<file path="src/rtl/instruction_fetch_unit.sv">
// ---------------------------------------------------------------------------
// instruction_fetch_unit
//
// Purpose:
//   Fetches 32-bit instructions from a byte-wide instruction memory. Each
//   instruction takes four back-to-back byte reads at pc+0..pc+3. The bytes
//   are assembled little-endian into a word, and that word is presented to
//   decode with a valid/ready handshake. A redirect (pc_load) can arrive at
//   any edge. It discards any work in progress and restarts fetching at the
//   word-aligned target.
//
// Parameters:
//   ADDR_W   - byte-address width
//   RESET_PC - first fetch address (word aligned)
//
// Ports:
//   clk          in   rising-edge clock
//   reset        in   asynchronous active-high reset
//   fetch_en     in   permits starting a new instruction fetch
//   mem_rd       out  byte read request
//   mem_addr     out  byte address of the current read request
//   mem_data     in   read byte, valid one cycle after its mem_rd
//   instr_out    out  assembled instruction word
//   instr_pc     out  address of byte 0 of instr_out
//   instr_valid  out  instr_out / instr_pc hold a complete instruction
//   instr_ready  in   decode accepts the instruction
//   pc_load      in   redirect request
//   pc_load_addr in   redirect target (low two bits ignored)
// ---------------------------------------------------------------------------
module instruction_fetch_unit #(
  parameter int                 ADDR_W   = 32,
  parameter logic [ADDR_W-1:0]  RESET_PC = '0
) (
  input  logic              clk,
  input  logic              reset,
  input  logic              fetch_en,
  output logic              mem_rd,
  output logic [ADDR_W-1:0] mem_addr,
  input  logic [7:0]        mem_data,
  output logic [31:0]       instr_out,
  output logic [ADDR_W-1:0] instr_pc,
  output logic              instr_valid,
  input  logic              instr_ready,
  input  logic              pc_load,
  input  logic [ADDR_W-1:0] pc_load_addr
);

  typedef enum logic [1:0] {
    IDLE  = 2'd0,
    FETCH = 2'd1,
    HOLD  = 2'd2
  } state_t;

  // Force word alignment of the reset address so that a misconfigured
  // parameter can never produce an unaligned fetch.
  localparam logic [ADDR_W-1:0] RESET_PC_ALIGNED = {RESET_PC[ADDR_W-1:2], 2'b00};

  state_t            state_reg;
  logic [ADDR_W-1:0] pc_reg;
  logic [1:0]        byte_cnt_reg;     // index of the byte being requested
  logic              rd_pending_reg;   // mem_data is to be captured at the next edge
  logic              mem_rd_reg;
  logic [ADDR_W-1:0] mem_addr_reg;
  logic [31:0]       asm_reg;          // partially assembled word
  logic [31:0]       instr_out_reg;
  logic [ADDR_W-1:0] instr_pc_reg;
  logic              instr_valid_reg;

  logic              handshake;
  logic [ADDR_W-1:0] load_pc;
  logic [ADDR_W-1:0] pc_plus4;
  logic [ADDR_W-1:0] next_byte_addr;
  logic [31:0]       asm_next;
  logic              unused_load_bits;

  assign handshake = (state_reg == HOLD) && instr_valid_reg && instr_ready;
  assign load_pc   = {pc_load_addr[ADDR_W-1:2], 2'b00};
  assign pc_plus4  = pc_reg + ADDR_W'(4);

  // Address of the byte after the one requested this cycle. It is a plain
  // ADDR_W-wide add, so fetches that straddle the top of the address space
  // wrap to zero in the same way as the pc.
  assign next_byte_addr = pc_reg + ADDR_W'(byte_cnt_reg) + ADDR_W'(1);

  // Each new byte enters at the top and older bytes shift down. After four
  // captures, byte 0 therefore ends up in bits [7:0] (little-endian).
  assign asm_next = {mem_data, asm_reg[31:8]};

  // The alignment bits of the redirect target are intentionally dropped.
  assign unused_load_bits = &{1'b0, pc_load_addr[1:0]};

  always_ff @(posedge clk or posedge reset) begin
    if (reset) begin
      state_reg       <= IDLE;
      pc_reg          <= RESET_PC_ALIGNED;
      byte_cnt_reg    <= 2'd0;
      rd_pending_reg  <= 1'b0;
      mem_rd_reg      <= 1'b0;
      mem_addr_reg    <= RESET_PC_ALIGNED;
      asm_reg         <= 32'd0;
      instr_out_reg   <= 32'd0;
      instr_pc_reg    <= RESET_PC_ALIGNED;
      instr_valid_reg <= 1'b0;
    end else if (pc_load) begin
      // A redirect overrides everything else. If it coincides with a HOLD
      // handshake, the instruction counts as consumed (valid drops), but
      // the pc comes from the redirect target and not from pc+4. Clearing
      // rd_pending drops the byte that is still in flight from the old
      // stream.
      pc_reg          <= load_pc;
      byte_cnt_reg    <= 2'd0;
      rd_pending_reg  <= 1'b0;
      asm_reg         <= 32'd0;
      instr_valid_reg <= 1'b0;
      mem_addr_reg    <= load_pc;
      if (fetch_en) begin
        state_reg  <= FETCH;
        mem_rd_reg <= 1'b1;
      end else begin
        state_reg  <= IDLE;
        mem_rd_reg <= 1'b0;
      end
    end else begin
      case (state_reg)
        IDLE: begin
          if (fetch_en) begin
            state_reg    <= FETCH;
            byte_cnt_reg <= 2'd0;
            mem_rd_reg   <= 1'b1;
            mem_addr_reg <= pc_reg;
          end
        end

        FETCH: begin
          // FETCH lasts five cycles: four request cycles followed by one
          // drain cycle in which the last byte arrives. fetch_en is not
          // checked here, so a fetch that has started always completes.
          rd_pending_reg <= mem_rd_reg;
          if (rd_pending_reg) begin
            asm_reg <= asm_next;
          end
          if (mem_rd_reg) begin
            if (byte_cnt_reg != 2'd3) begin
              byte_cnt_reg <= byte_cnt_reg + 2'd1;
              mem_addr_reg <= next_byte_addr;
            end else begin
              mem_rd_reg <= 1'b0;
            end
          end else if (rd_pending_reg) begin
            // Drain cycle: the fourth byte is on mem_data now.
            state_reg       <= HOLD;
            byte_cnt_reg    <= 2'd0;
            instr_out_reg   <= asm_next;
            instr_pc_reg    <= pc_reg;
            instr_valid_reg <= 1'b1;
          end else begin
            // Unreachable in normal operation. It recovers to a clean state.
            state_reg <= IDLE;
          end
        end

        HOLD: begin
          if (handshake) begin
            instr_valid_reg <= 1'b0;
            pc_reg          <= pc_plus4;
            byte_cnt_reg    <= 2'd0;
            mem_addr_reg    <= pc_plus4;
            if (fetch_en) begin
              state_reg  <= FETCH;
              mem_rd_reg <= 1'b1;
            end else begin
              state_reg  <= IDLE;
            end
          end
        end

        default: begin
          state_reg       <= IDLE;
          mem_rd_reg      <= 1'b0;
          rd_pending_reg  <= 1'b0;
          instr_valid_reg <= 1'b0;
        end
      endcase
    end
  end

  assign mem_rd      = mem_rd_reg;
  assign mem_addr    = mem_addr_reg;
  assign instr_out   = instr_out_reg;
  assign instr_pc    = instr_pc_reg;
  assign instr_valid = instr_valid_reg;

endmodule

</file>
<file path="config.mk">
export PLATFORM = sky130hd
export DESIGN_NAME = instruction_fetch_unit
export DESIGN_NICKNAME = d
export VERILOG_FILES = /design/src/rtl/instruction_fetch_unit.sv
export SDC_FILE = /design/constraint.sdc
export NUM_CORES = 1
export LEC_CHECK = 0
export ABC_AREA = 0
export CORE_MARGIN = 2
export CORE_UTILIZATION = 57
export CTS_CLUSTER_DIAMETER = 30
export CTS_CLUSTER_SIZE = 24
export DETAILED_ROUTE_END_ITERATION = 12
export PLACE_DENSITY = 0.86
export SYNTH_ARGS = -nofsm -noshare
export SYNTH_HDL_FRONTEND = slang
export SYNTH_SLANG_ARGS = --single-unit
</file>
<file path="constraint.sdc">
create_clock -name clk -period 9.7 [get_ports clk]
set_input_delay 2.91 -clock clk [delete_from_list [all_inputs] [get_ports clk]]
set_output_delay 2.91 -clock clk [all_outputs]
set_load 0.02 [all_outputs]
</file>
==> out/metrics.yaml, run 1 <==
outcome:
  outcome: "finished, final reports clean"
sta:
  max_freq_ghz: 0.188
  layout_min_cycle_time_ns: 5.33
  slew_viol_final: 0
  hold_violations: 0
  skew_ns: 0.00795
  setup_violations: 0
  worst_pin_slew_ns: 1.01
  max_slew_margin: 0.327
  fin_tns_setup_ns: 0
  fin_crit_sh: 0.549
  rsz0062_at_grt: "no"
  finalWorstSetupSlack_ns: 4.37
final_layout:
  diodes: 0
  fillers: 946
  syn2layout_area_growth_pct: 24.5
  nNetsFinal: 939
  layout-drive-gt1-share: 0.127
  stdcell_count: 1074
power_and_ir_drop:
  p_per_area_mw_per_mm2: 269
  seqPwrFrac: 0.355
  p_int_mw: 1.67
  p_comb_frac: 0.387
  p_clk_frac: 0.258
  p_sw_uw: 970
  leakage_nw: 4.02
  ir_drop_mv: 0.165
  swShare: 0.368
flow_run:
  maxCapViolations: 0
placed_design:
  io_buffers: 138
  gp_congestion: 0.927
  placedCellCount: 1043
  dp_hpwl_um: 13900
  dp_slack_ns: 4.07
synth:
  yosysTopAreaCellShare: 0.493
  synth_edf_count: 0
  ys.flop_type: "dfrtp_1"
  synthTopCellsByArea: "dfrtp_1 (49%), mux2_2 (9.3%), nand2_1 (5.4%), a21oi_1 (3.2%), o21ai_0 (2.3%)"
  synth-seq-cells: 155
  yosys-top-cells-count: "dfrtp_1 (155), nand2_1 (114), mux2_2 (65)"
  async_flop_share: 1.00
  synth_area_mm2: 0.00787
  synth.most_common_cell: "dfrtp_1"
  postSynthAreaPerCell_um2: 9.95
  synth_top_area_cell: "dfrtp_1"
  yosys_warnings: 0
  netlist-cell-type-count: 71
  yosysSeqAreaShare: 0.493
  netlist_instances: 791
floorplanning:
  design.die.area_mm2: 0.0148
  start_util: 0.590
  core-area_mm2: 0.0133
  die_w_um: 122
  rows: 42
  io_pins: 143
  die_h_um: 122
clocking:
  post_cts_buffers: 0
  clk_pin_slew_ns: 0.06
  cts-buffers-inserted: 17
  cts.repair.resized: 0
  ctsRootBufferMaster: "clkbuf_16"
  clockBufferDepth: 2
  clkLatencyLatePin_ns: 0.43
  cts_tree: "done"
  holdBufCountCts: 0
  cts_sinks: 155
  h-tree-depth: 4
critical_path:
  r2r_cells: 7
  crit_required_ns: 10.03
  crit_type: "primary input to flip-flop"
  arrival_ns: 5.66
  worstSetupStartpointType: "primary input"
  cp-end-kind: "flip-flop"
  ff2ff_setup_slack_ns: 6.04
  r2r-end: "mem_addr[29]$_DFFE_PP0P_"
  r2r-start: "state_reg[0]$_DFFE_PP0P_"
  critPathMaxFanout: 89
worst_hold_path:
  hp-class: "flip-flop to flip-flop"
  hold_depth: 2
  hold_end: "mem_addr[0]$_DFFE_PP0P_"
  worstHoldStart: "mem_addr[0]$_DFFE_PP0P_"
routing:
  route.detailed.drc: 0
  routed_wl_um: 21600
  dr.pass1.iters: 6
  vias_per_cell: 6.38
  wl_per_cell_um: 20.1
  drtAntennaViolNets: 0
  vias: 6848
  drtIter0Drc: 874
global_routing:
  grt_max_degree: 90
  overflow: 0
  grt_pass1_vias: 6794
  grtUsageTotal: 0.304
  grt_first_pass_wirelength_um: 34800
  antenna_found_initial: 0
## worst max-delay path, stage by stage
cell and delay [ns]:
buf_2 0.11, buf_4 0.75, nor2b_1 0.25, a32o_1 0.35, nor3_1 0.74, o221ai_1 0.26, o21ai_0 0.26
## layer usage
layer	global-route usage	routed length (um)	part of all wire
met1	0.402	8790	0.41
met2	0.466	9960	0.46
met3	0.0789	2140	0.099
met4	0.152	748	0.035
met5	0	0	0
## cell usage in the layout, fill, tap and decap left out, types with 8 or more instances in the layout
cell             count
nand4_1             14
nand2_1            114
nor4_1              10
xor2_1               9
a31oi_1             23
nor2_1              37
clkbuf_16           17
and3_1              11
nand2b_1            12
ha_1                 8
o31ai_1              9
dfrtp_1            155
nor3_1              15
xnor2_1             16
inv_1                9
nand3_1             28
a21oi_1             50
clkdlybuf4s50_1    137
mux2_2              65
o21ai_0             36
a21boi_0             9
## cells by family (layout without fill, tap and decap cells)
| kind of cell | after synthesis | count (layout) | share of synthesized area |
|---|---|---|---|
| AOI/OAI and AO/OA | 182 | 182 | 0.152 |
| xor gates and xnor gates | 25 | 25 | 0.0278 |
| adders and majority gates | 8 | 8 | 0.0127 |
| buffers and inverters | 77 | 183 | 0.0450 |
| DFF | 155 | 155 | 0.493 |
| muxes | 67 | 67 | 0.0955 |
| other | 1 | 2 | 0.000476 |
| and+or+nand+nor | 276 | 276 | 0.174 |
## power by group through the flow
stage	logic [mW]	registers, mW	clock network (mW)
floorplan	0.432	1.08	0
global placement	0.985	0.934	0
detailed placement	1.00	0.940	0
CTS	1.01	0.933	0.686
global route	1.08	0.956	0.715
finish	1.02	0.936	0.681
## through the flow
step	instance area (um^2)	util	hold WS [ns]	total power [mW]
4_1_cts	9800	0.734	0.484	2.63
3_3_place_gp	9200	0.689	0.465	1.92
6_report	9800	0.734	0.476	2.64
5_1_grt	9800	0.734	0.502	2.75
2_1_floorplan	7880	-	0.479	1.51
3_5_place_dp	9200	0.689	0.471	1.94
## area by class of cell
class	count	area [um^2]	area share
timing repair buffer	142	1410	0.144
sequential	155	3880	0.396
clock buffer	22	464	0.0474
clock inverter	9	136	0.0139
multi-input combinational	560	3650	0.372
inverter	10	42.5	0.00434
tap	176	220	0.0225
## how the worst max path moves through the flow
| stage | from | endpoint | slack, ns | cells after the start |
|---|---|---|---|---|
| 4_1_cts | pc_load | mem_addr[17]$_DFFE_PP0P_ | 4.52 | 7 |
| 3_5_place_dp | pc_load | mem_addr[17]$_DFFE_PP0P_ | 4.07 | 7 |
| 6_report | pc_load | mem_addr[29]$_DFFE_PP0P_ | 4.37 | 7 |
| 2_1_floorplan | reset | asm_reg[10]$_DFFE_PP0P_ | 2.61 | 1 |
| 3_3_place_gp | pc_load | mem_addr[17]$_DFFE_PP0P_ | 4.11 | 7 |
| 5_1_grt | pc_load | mem_addr[17]$_DFFE_PP0P_ | 4.30 | 7 |
No activity file was read; power rests on OpenSTA's default activity.
==> run 2, diff against run 1 <==
CORE_UTILIZATION = 48   (was 57)
PLACE_DENSITY = 0.77   (was 0.86)
clock period = 4.3 ns   (was 9.7 ns; I/O delays follow)
==> run 2 against run 1 <==
  * Sequential share of layout area fell by 0.70 points
  * Sequential cell count did not move
  * Clock power rose by 120%
  * Sequential power rose by 120%
  * Register-to-register slack got worse by 4.7 ns
  * Die area rose by 18%
  * Count of clock-buffer cells in the layout fell by 5
  * Critical path depth fell by 1
  * Worst setup slack got worse by 3.1 ns
  * Final cell count rose by 5.0%
  * Non-clock buffer count rose by 12
  * Core utilization fell by 11 points
  * Largest power group unchanged
==> out/metrics.yaml, run 2 (synthesized netlist as in run 1, its figures left out) <==
outcome:
  outcome: "finished, final reports clean"
global_routing:
  overflow: 0
  grt_first_pass_wirelength_um: 35100
  grt_max_degree: 63
  grtUsageTotal: 0.252
  grt_pass1_vias: 6564
  antenna_found_initial: 1
sta:
  holdWs_ns: 0.487
  layout_min_cycle_time_ns: 3.04
  fin_crit_sh: 0.706
  skew_ns: 0.00808
  max_slew_margin: 0.397
  fin_tns_setup_ns: 0
  max_freq_ghz: 0.329
  worst_pin_slew_ns: 0.905
  slew_viol_final: 0
  setup_violations: 0
  finalWorstSetupSlack_ns: 1.26
  rsz0062_at_grt: "no"
  hold_violations: 0
critical_path:
  ff2ff_setup_slack_ns: 1.37
  crit_required_ns: 4.65
  crit_cells: 6
  crit_type: "primary input to flip-flop"
  max_stage_delay_ns: 0.56
  r2r-start: "state_reg[0]$_DFFE_PP0P_"
  critPathMaxFanout: 19
  crit_slowest_cell: "clkdlybuf4s50_1"
  cp-end-kind: "flip-flop"
  crit_chain: "clkdlybuf4s50_1, nand2_1, a32o_1, a21o_1, a221o_1, a41oi_1"
  arrival_ns: 3.39
  cp_num_buf_inv: 1
  path_delay_family: "compound AO/OA/AOI/OAI gates"
  worstSetupStartpointType: "primary input"
  r2r_cells: 8
  r2r-end: "mem_addr[0]$_DFFE_PP0P_"
clocking:
  cts-buffers-inserted: 17
  cts_tree: "done"
  clockBufferDepth: 2
  clk_pin_slew_ns: 0.07
  h-tree-depth: 4
  cts_sinks: 155
  holdBufCountCts: 0
  ctsRootBufferMaster: "clkbuf_16"
  post_cts_buffers: 0
  clkLatencyLatePin_ns: 0.44
  cts.repair.resized: 0
floorplanning:
  die_w_um: 132
  start_util: 0.494
  die_h_um: 132
  io_pins: 143
  core-area_mm2: 0.0159
  design.die.area_mm2: 0.0174
  rows: 46
worst_hold_path:
  worstHoldStart: "mem_addr[1]$_DFFE_PP0P_"
  hp-class: "flip-flop to flip-flop"
  hold_depth: 2
  hold_end: "mem_addr[1]$_DFFE_PP0P_"
placed_design:
  dp_hpwl_um: 14700
  dpl_cell_area_mm2: 0.00937
  dp_slack_ns: 0.846
  gp_congestion: 0.956
  io_buffers: 138
final_layout:
  syn2layout_area_growth_pct: 26.7
  final_common_cell: "dfrtp_1"
  nNetsFinal: 951
  mostFrequentLayoutCells: "dfrtp_1 (155), clkdlybuf4s50_1 (137), nand2_1 (114)"
  fin_area_mm2: 0.00997
  layout-drive-gt1-share: 0.143
routing:
  dr.pass1.iters: 5
  routed_wl_um: 21600
  wl_per_cell_um: 19.2
  vias_per_cell: 5.95
  drtAntennaViolNets: 0
  route.detailed.drc: 0
  vias: 6709
  drtIter0Drc: 502
power_and_ir_drop:
  swShare: 0.384
  p_clk_frac: 0.255
  p_comb_frac: 0.392
  p_int_mw: 3.68
  p_sw_mw: 2.29
  leakage_nw: 4.09
  p_per_area_mw_per_mm2: 598
  seqPwrFrac: 0.352
  ir_drop_mv: 0.357
flow_run:
  maxCapViolations: 0
run 2: worst min-delay path: cells and delay by family, from the launching register on:
kind | cells | cell delay [ns]
AO/OA/AOI/OAI | 1 | 0.06
flip-flops | 1 | 0.35
AND/OR/NAND/NOR | 1 | 0.05
run 2: cell type report:
| type | count | area, um^2 |
|---|---|---|
| Clock buffer | 17 | 425 |
| Timing Repair Buffer | 154 | 1530 |
| Tap cell | 216 | 270 |
| Inverter | 10 | 41.3 |
| Sequential cell | 155 | 3880 |
| Clock inverter | 15 | 171 |
| Antenna cell | 1 | 2.50 |
| Multi-Input combinational cell | 560 | 3650 |
| Fill cell | 1322 | 5970 |
run 2: how the worst max path moves through the flow:
stage	startpoint	end	slack [ns]
after floorplan	reset	asm_reg[10]$_DFFE_PP0P_	1.05
after global placement	instr_ready	mem_addr[17]$_DFFE_PP0P_	0.87
after detailed placement	instr_ready	mem_addr[17]$_DFFE_PP0P_	0.85
after CTS	instr_ready	mem_addr[17]$_DFFE_PP0P_	1.30
after global routing	instr_ready	mem_addr[17]$_DFFE_PP0P_	1.18
final	instr_ready	mem_addr[17]$_DFFE_PP0P_	1.26
run 2: metrics by stage:
| step | instances | util | total power, mW |
|---|---|---|---|
| after global routing | 1128 | 0.626 | 6.24 |
| after detailed placement | 1095 | 0.588 | 4.44 |
| after CTS | 1127 | 0.625 | 5.98 |
| after floorplan | 792 | - | 3.40 |
| after global placement | 1095 | 0.588 | 4.40 |
| final | 1128 | 0.626 | 5.96 |
run 2: layer usage:
layer  GRT usage  vias up  wire [um]
met5           0        -          0
met4      0.0930        0        572
met3      0.0607       50       1650
met2       0.375      314       9780
met1       0.360     3271       9610
li1            -     3074          -
run 2: power by group through the flow:
stage | combinational (mW) | sequential [mW] | clock [mW]
2_1_floorplan | 0.974 | 2.43 | 0
3_3_place_gp | 2.29 | 2.12 | 0
3_5_place_dp | 2.31 | 2.12 | 0
4_1_cts | 2.33 | 2.10 | 1.55
5_1_grt | 2.48 | 2.15 | 1.61
6_report | 2.34 | 2.10 | 1.52
==> run 3, diff against run 2 <==
clock period = 2.5 ns   (was 4.3 ns; I/O delays follow)
==> run 3 against run 2 <==
  * Clock skew is 0.00068 ns higher
  * Die area unchanged
  * Design area increased by 3.6%
  * Largest cell class unchanged
  * Largest power group unchanged
  * Highest routed layer unchanged
==> out/metrics.yaml, run 3 (synthesized netlist as in run 1, its figures left out) <==
global_routing:
  grtUsageTotal: 0.262
  grt_first_pass_wirelength_um: 36400
  antenna_found_initial: 1
  overflow: 0
  grt_max_degree: 72
  grt_pass1_vias: 6845
floorplanning:
  die_h_um: 132
  die_w_um: 132
  rows: 46
  start_util: 0.494
  io_pins: 143
  core-area_mm2: 0.0159
  design.die.area_mm2: 0.0174
final_layout:
  mostFrequentLayoutCells: "dfrtp_1 (155), clkdlybuf4s50_1 (137), nand2_1 (114)"
  multi_input_area_mm2: 0.00365
  fin_util: 0.648
  final_common_cell: "dfrtp_1"
  layout-drive-gt1-share: 0.181
  syn2layout_area_growth_pct: 31.3
  fillers: 1324
  seqCellArea_mm2: 0.00388
  stdcell_count: 1171
  nNetsFinal: 994
clocking:
  h-tree-depth: 4
  post_cts_buffers: 0
  clockBufferDepth: 2
  holdBufCountCts: 0
  cts_sinks: 155
  cts-buffers-inserted: 17
  cts.repair.resized: 0
  clkLatencyLatePin_ns: 0.43
  clk_pin_slew_ns: 0.07
  ctsRootBufferMaster: "clkbuf_16"
  cts_tree: "done"
sta:
  fin_tns_setup_ns: 0
  max_freq_ghz: 0.420
  worst_pin_slew_ns: 0.691
  setup_violations: 0
  max_slew_margin: 0.534
  layout_min_cycle_time_ns: 2.38
  slew_viol_final: 0
  finalWorstSetupSlack_ns: 0.117
  fin_crit_sh: 0.953
  hold_violations: 0
  skew_ns: 0.00876
  rsz0062_at_grt: "no"
routing:
  vias_per_cell: 5.86
  wl_per_cell_um: 19.0
  routed_wl_um: 22200
  vias: 6859
  dr.pass1.iters: 6
  route.detailed.drc: 0
  drtAntennaViolNets: 0
  drtIter0Drc: 700
placed_design:
  placedCellCount: 1138
  io_buffers: 138
  dp_hpwl_um: 15300
  gp_congestion: 0.930
  dp_slack_ns: -0.113
critical_path:
  crit_cells: 1
  crit_type: "flip-flop to primary output"
  critPathMaxFanout: 7
  max_stage_delay_ns: 0.69
  cp_num_buf_inv: 1
  arrival_ns: 1.63
  r2r_cells: 9
  cp-end-kind: "primary output"
  crit_chain: "clkdlybuf4s50_1"
  crit_slowest_cell: "clkdlybuf4s50_1"
  worstSetupStartpointType: "flip-flop"
  path_delay_family: "buffers and inverters"
  crit_required_ns: 1.75
worst_hold_path:
  hold_depth: 2
  hp-class: "flip-flop to flip-flop"
power_and_ir_drop:
  total_power_mw: 10.6
  leakage_nw: 4.31
  ir_drop_mv: 0.639
  p_per_area_mw_per_mm2: 1020
flow_run:
  maxCapViolations: 0
outcome:
  outcome: "finished, final reports clean"
[run 3: cell types whose count changed in the layout (fill, tap and decap cells not counted), moves of 2 or more]
cell and delta:
clkinv_8 +3, clkinv_4 -2, inv_8 +2, inv_6 -4
buf_4 +42
[run 3: worst paths after layout]
kind / startpoint / to / slack (ns)
worst max-delay path: mem_rd$_DFFE_PP0N_ / mem_rd / 0.12
worst min-delay path: mem_addr[1]$_DFFE_PP0P_ / mem_addr[1]$_DFFE_PP0P_ / 0.48
worst max register to register: state_reg[1]$_DFFE_PP0P_ / mem_addr[16]$_DFFE_PP0P_ / 0.21
worst min register to register: mem_addr[1]$_DFFE_PP0P_ / mem_addr[1]$_DFFE_PP0P_ / 0.48
max in group asynchronous: reset / pc_reg[25]$_DFFE_PP0P_ / 1.23
min in group asynchronous: reset / instr_out[15]$_DFFE_PP0P_ / 0.79
[run 3: routing by layer]
metal	vias to the layer above	routed length, um	share of wire	GRT usage
met5	-	0	0	0
met4	0	534	0.024	0.0906
met3	47	1760	0.079	0.0615
met2	331	10200	0.46	0.406
met1	3315	9730	0.44	0.363
li1	3166	-	-	-
[run 3: per-stage QoR]
step           area, um^2  hold slack, ns
2_1_floorplan        7880           0.479
3_3_place_gp         9710           0.462
3_5_place_dp         9710           0.470
4_1_cts             10300           0.486
5_1_grt             10300           0.512
6_report            10300           0.480
[run 3: cell type report]
type	count	share of cell area
clock inverter	15	0.0191
tap	216	0.0262
timing repair buffer	197	0.181
antenna	1	0.000242
inverter	10	0.00400
sequential	155	0.375
multi-input combinational	560	0.353
clock buffer	17	0.0412
[run 3: where the power goes]
part           total, mW  internal (mW)  switching (mW)
sequential          3.57           3.13           0.444
clock               2.66           1.45            1.21
combinational       4.33           1.98            2.35
total               10.6           6.56            4.01
